==> src/rtl/div_seq_if.sv <==
// Request/response bundle for the sequential 8/4 divider.
interface div_seq_if;
  localparam int unsigned DW = 8;
  localparam int unsigned VW = 4;

  logic          start;
  logic [DW-1:0] A;
  logic [VW-1:0] B;
  logic [DW-1:0] Q;
  logic [VW-1:0] R;
  logic          ready;
  logic          err;

  modport master (output start, A, B, input Q, R, ready, err);
  modport slave  (input start, A, B, output Q, R, ready, err);
endinterface

==> src/rtl/div_seq.sv <==
// Sequential 8-bit by 4-bit restoring divider, one quotient bit per clock.
// Optional divide-by-zero short-cut enabled by defining DIV_SEQ_ZERO_DETECT_EN.
module div_seq (
  input  logic      clk,
  input  logic      rst,
  div_seq_if.slave  bus
);
  localparam int unsigned DW = 8;
  localparam int unsigned VW = 4;
  localparam int unsigned CW = 3;

  typedef enum logic {IDLE, RUN} state_e;

  state_e        state_q, state_d;
  logic [CW-1:0] cnt_q, cnt_d;
  logic [DW-1:0] a_q, a_d;
  logic [VW-1:0] b_q, b_d;
  logic [DW-1:0] q_q, q_d;
  logic [VW-1:0] r_q, r_d;
  logic          ready_q, ready_d;
  logic [VW:0]   pr_c;
  logic [VW-1:0] diff_c;
  logic          ge_c;
  logic          zero_c;

  // Partial remainder pulls in the next dividend bit, MSB first.
  assign pr_c   = {r_q, a_q[DW-1]};
  assign ge_c   = (pr_c >= {1'b0, b_q});
  assign diff_c = VW'(pr_c - {1'b0, b_q});

`ifdef DIV_SEQ_ZERO_DETECT_EN
  logic err_q, err_d;
  assign zero_c  = (bus.B == '0);
  assign bus.err = err_q;
`else
  assign zero_c  = 1'b0;
  assign bus.err = 1'b0;
`endif

  assign bus.Q     = q_q;
  assign bus.R     = r_q;
  assign bus.ready = ready_q;

  always_comb begin
    state_d = state_q;
    cnt_d   = cnt_q;
    a_d     = a_q;
    b_d     = b_q;
    q_d     = q_q;
    r_d     = r_q;
    ready_d = ready_q;
`ifdef DIV_SEQ_ZERO_DETECT_EN
    err_d   = err_q;
`endif
    case (state_q)
      IDLE: begin
        if (bus.start) begin
          if (zero_c) begin
            // Zero divisor: answer immediately without entering RUN.
`ifdef DIV_SEQ_ZERO_DETECT_EN
            err_d = 1'b1;
`endif
            q_d = '1;
            r_d = bus.A[VW-1:0];
          end else begin
`ifdef DIV_SEQ_ZERO_DETECT_EN
            err_d = 1'b0;
`endif
            a_d     = bus.A;
            b_d     = bus.B;
            q_d     = '0;
            r_d     = '0;
            cnt_d   = '0;
            ready_d = 1'b0;
            state_d = RUN;
          end
        end
      end
      RUN: begin
        q_d   = {q_q[DW-2:0], ge_c};
        r_d   = ge_c ? diff_c : pr_c[VW-1:0];
        a_d   = {a_q[DW-2:0], 1'b0};
        cnt_d = cnt_q + CW'(1);
        if (cnt_q == CW'(DW-1)) begin
          ready_d = 1'b1;
          state_d = IDLE;
        end
      end
      default: begin
        state_d = IDLE;
        ready_d = 1'b1;
      end
    endcase
  end

  always_ff @(posedge clk or posedge rst) begin
    if (rst) begin
      state_q <= IDLE;
      cnt_q   <= '0;
      a_q     <= '0;
      b_q     <= '0;
      q_q     <= '0;
      r_q     <= '0;
      ready_q <= 1'b1;
`ifdef DIV_SEQ_ZERO_DETECT_EN
      err_q   <= 1'b0;
`endif
    end else begin
      state_q <= state_d;
      cnt_q   <= cnt_d;
      a_q     <= a_d;
      b_q     <= b_d;
      q_q     <= q_d;
      r_q     <= r_d;
      ready_q <= ready_d;
`ifdef DIV_SEQ_ZERO_DETECT_EN
      err_q   <= err_d;
`endif
    end
  end
endmodule

==> src/flat_wrapper.sv <==
// flat-port wrapper written by rule: the top's interface ports become plain ports
module div_seq_flat 
  (clk, rst, bus_start, bus_A, bus_B, bus_Q, bus_R, bus_ready, bus_err);
  div_seq_if bus_i ();
  input  logic clk;
  input  logic rst;
  input wire logic [$bits(bus_i.start)-1:0] bus_start;
  input wire logic [$bits(bus_i.A)-1:0] bus_A;
  input wire logic [$bits(bus_i.B)-1:0] bus_B;
  output wire logic [$bits(bus_i.Q)-1:0] bus_Q;
  output wire logic [$bits(bus_i.R)-1:0] bus_R;
  output wire logic [$bits(bus_i.ready)-1:0] bus_ready;
  output wire logic [$bits(bus_i.err)-1:0] bus_err;
  assign bus_i.start = bus_start;
  assign bus_i.A = bus_A;
  assign bus_i.B = bus_B;
  assign bus_Q = bus_i.Q;
  assign bus_R = bus_i.R;
  assign bus_ready = bus_i.ready;
  assign bus_err = bus_i.err;
  div_seq u_core (.clk(clk), .rst(rst), .bus(bus_i));
endmodule
==> config.mk <==
export PLATFORM = sky130hd
export DESIGN_NAME = div_seq_flat
export DESIGN_NICKNAME = d
export VERILOG_FILES = /design/src/rtl/div_seq_if.sv /design/src/rtl/div_seq.sv /design/src/flat_wrapper.sv
export SDC_FILE = /design/constraint.sdc
export NUM_CORES = 1
export LEC_CHECK = 0
export BUFFER_PORTS_ARGS = -buffer_cell sky130_fd_sc_hd__buf_2
export CAP_MARGIN = 25
export CORE_MARGIN = 2
export CORE_UTILIZATION = 55
export DETAILED_ROUTE_END_ITERATION = 8
export GPL_ROUTABILITY_DRIVEN = 0
export PLACE_DENSITY = 0.85
export RECOVER_POWER = 100
export SETUP_SLACK_MARGIN = 0.5
export SYNTH_ARGS = -nofsm -noshare
export SYNTH_HDL_FRONTEND = slang
export SYNTH_SLANG_ARGS = --single-unit
==> constraint.sdc <==
create_clock -name clk -period 4.7 [get_ports clk]
set_clock_uncertainty 0.15 [all_clocks]
set_input_delay 0.235 -clock clk [delete_from_list [all_inputs] [get_ports clk]]
set_output_delay 0.235 -clock clk [all_outputs]
set_load 0.01 [all_outputs]
==> metrics <==
Netlist cell types=34; max-slew violations=1; core area=2520 um2; hold crit path type=in2reg; vias per cell=5.49; Worst Tran Pin Value=1.48 ns; largest net degree at the start of global routing=35; GRT Total Usage=20.0%; cts repair resizes=0; post-synthesis cell area=1480 um2; H-tree levels=2; Gate Count Post-Synth=149; Setup crit end kind=flip-flop; Startpoint Class=flip-flop; #FFs+latches synth=29; Post-Syn Nets=171; share of layout cells above drive strength 1=15.2%; Peak Freq=329 MHz; I/O pin cnt=29; Post-Route Utilization=65.5%; Clock Pin Slew Worst Setup and Hold Paths=0.08 ns; DP Wirelength=1940 um; failing checks=max-capacitance violations, max-slew violations; TNS Setup=0 ns; Avg Inst Size Synth=9.95 um2; clock latency at the later pin of the worst-skew pair=0.32 ns; FF-to-FF Start=u_core.b_q[0]$_DFFE_PP0P_; first-pass GRT wire length=4860 um; Setup violations, final=0; hold path depth=2; final wirelength=2790 um; DR vias=1,142; vias in the first global route=1,085; Rel. slew slack=-0.879%; CTS root buffer=clkbuf_4; total die area=3130 um2; FF-to-FF setup slack=1.66 ns; FF-to-FF End=u_core.bus.R[1]$_DFFE_PP0P_; Layout Nets=200; Inserted Clock Buffers=5; worst-path fanout max=7; total leakage power=0.788 nW; Fillers=207; WP data required=4.76 ns; Ys Warns=0; Max Cap Viol=1; sequential area share after synthesis=49.0%; Multi-input gate area=643 um2; clock sinks=29; initial antenna violation count=0; worst hold endpoint=u_core.b_q[0]$_DFFE_PP0P_; RSZ-0062 raised after global routing=no; Initial Utilization=58.8%; Register-to-Register Path Depth=5; Final Hold Violating Endpoints=0; DRT Pass-1 Iters=4; chip height=55.9 um; remaining global-route overflow=0; DRC Markers=0; Max Buffers Root-to-Sink=2; IO Port Bufs=27; worst vdd ir=511 uV; HP Start=bus_B[0]; Period minus WS final=3.04 ns; Pwr Density=734 nW/um2; area grow syn2layout=11.5%; status=complete, but fails checks; Tcrit/Tclk final=64.6%; initial drt markers=27; Worst Path Arrival=3.10 ns; most common cell after layout, fill and taps aside=nand2_1; antenna fix cells=0; most frequent cells in the layout=nand2_1 (32), dfrtp_1 (28), o21ai_0 (22), buf_2 (15), clkbuf_1 (14); TritonCTS clock tree=yes; Die Wd=55.9 um; drt wl/cell=13.4 um; cell row count=18; kind of critical path=reg2reg; post-route ant nets=0; register area=727 um2
[metal layers]
| layer | wire, um | global-route usage [%] | part of all wire (%) | vias up |
|---|---|---|---|---|
| met3 | 162 | 6.51 | 5.8 | 6 |
| met2 | 1370 | 32.7 | 49 | 30 |
| met1 | 1210 | 25.1 | 43 | 542 |
| met4 | 42 | 6.80 | 1.5 | 0 |
| met5 | 0 | 0 | 0 | - |
| li1 | - | - | - | 564 |
[worst max-delay path, stage by stage, from the launching register on]
cell and delay [ns]:
dfrtp_1 0.40, ha_1 0.30, or2b_2 0.30, a2111oi_0 1.25
o21ai_0 0.25, a31o_1 0.28
[cell type report]
| type | instances | area share, % |
|---|---|---|
| repair buffers | 32 | 9.92 |
| inverters | 7 | 1.59 |
| flip-flops and latches | 29 | 44.0 |
| multi-input cells | 103 | 38.9 |
| well taps | 30 | 2.27 |
| clock buffers | 7 | 3.33 |
[logic make-up (layout without fill, tap and decap cells)]
logic type,count (synthesis),after routing,share of synthesized area (%)
flops,29,29,49.0
compound gates,39,39,17.5
simple gates,46,46,13.7
other cells,1,1,0.253
fa+ha+maj,7,7,6.41
buf+inv,17,46,6.33
mux,10,10,6.84
[sequential cells by signal, indices dropped and copies added, names as in the netlist]
register,cells
u_core.bus.ready,1
u_core.state_q,1
u_core.bus.R,4
u_core.bus.Q,8
u_core.b_q,4
u_core.a_q,8
u_core.cnt_q,3
[synth_stat cells]
library cell	instances	area, um2
mux2_2	1	11.3
inv_1	7	26.3
fa_1	1	20.0
buf_4	1	7.51
o211a_1	1	10.0
ha_1	6	75.1
o21ai_1	1	5.00
buf_6	3	33.8
mux2i_1	9	90.1
a21o_1	1	7.51
clkbuf_4	1	7.51
or2b_2	1	8.76
a2111oi_1	1	10.0
o21bai_1	1	7.51
nor3b_1	1	7.51
or2_2	1	6.26
nand2_1	32	120
nand3b_1	1	7.51
a32o_1	2	20.0
nor2b_1	1	6.26
nor2_1	6	22.5
a211o_2	1	10.0
dfrtp_1	28	701
dfstp_2	1	26.3
a211o_1	1	8.76
a2111oi_4	1	27.5
clkbuf_1	5	18.8
o21ai_0	22	110
or2_1	1	6.26
or3b_2	2	17.5
conb_1	1	3.75
a21oi_1	5	25.0
o32ai_1	1	8.76
a31o_1	1	8.76
[through the flow]
stage / instances / setup WS [ns] / hold slack, ns / area [um2] / power (mW)
after global routing: 208 / 1.41 / 0.0130 / 1650 / 1.33
after floorplan: 149 / 2.65 / 0.162 / 1480 / 0.968
after CTS: 208 / 2.51 / 0.00914 / 1710 / 1.26
final: 208 / 1.66 / 0.0168 / 1650 / 1.21
after global placement: 196 / 2.58 / 0.290 / 1590 / 1.06
after detailed placement: 197 / 2.52 / 0.0672 / 1620 / 1.10
[report_power, final]
group          switching [mW]  internal (mW)
logic                   0.308          0.277
clock network          0.0754         0.0704
registers               0.112          0.370
[how the worst max path moves through the flow]
stage / endpoint / startpoint / slack [ns]
6_report: u_core.bus.R[1]$_DFFE_PP0P_ / u_core.b_q[0]$_DFFE_PP0P_ / 1.66
3_5_place_dp: u_core.bus.R[1]$_DFFE_PP0P_ / u_core.b_q[0]$_DFFE_PP0P_ / 2.52
2_1_floorplan: u_core.bus.R[0]$_DFFE_PP0P_ / u_core.bus.R[2]$_DFFE_PP0P_ / 2.65
5_1_grt: u_core.bus.R[1]$_DFFE_PP0P_ / u_core.a_q[7]$_DFFE_PP0P_ / 1.41
3_3_place_gp: u_core.bus.R[0]$_DFFE_PP0P_ / u_core.a_q[7]$_DFFE_PP0P_ / 2.58
4_1_cts: u_core.bus.R[1]$_DFFE_PP0P_ / u_core.b_q[0]$_DFFE_PP0P_ / 2.51
[repair_timing]
action                                  in CTS  in global routing
endpoints found under the setup margin       0                  0
hold buffers                                 4                  0
setup buffers                                0                  0
hold endpoints to repair                    10                  0
(Power assumes the default switching activity.)
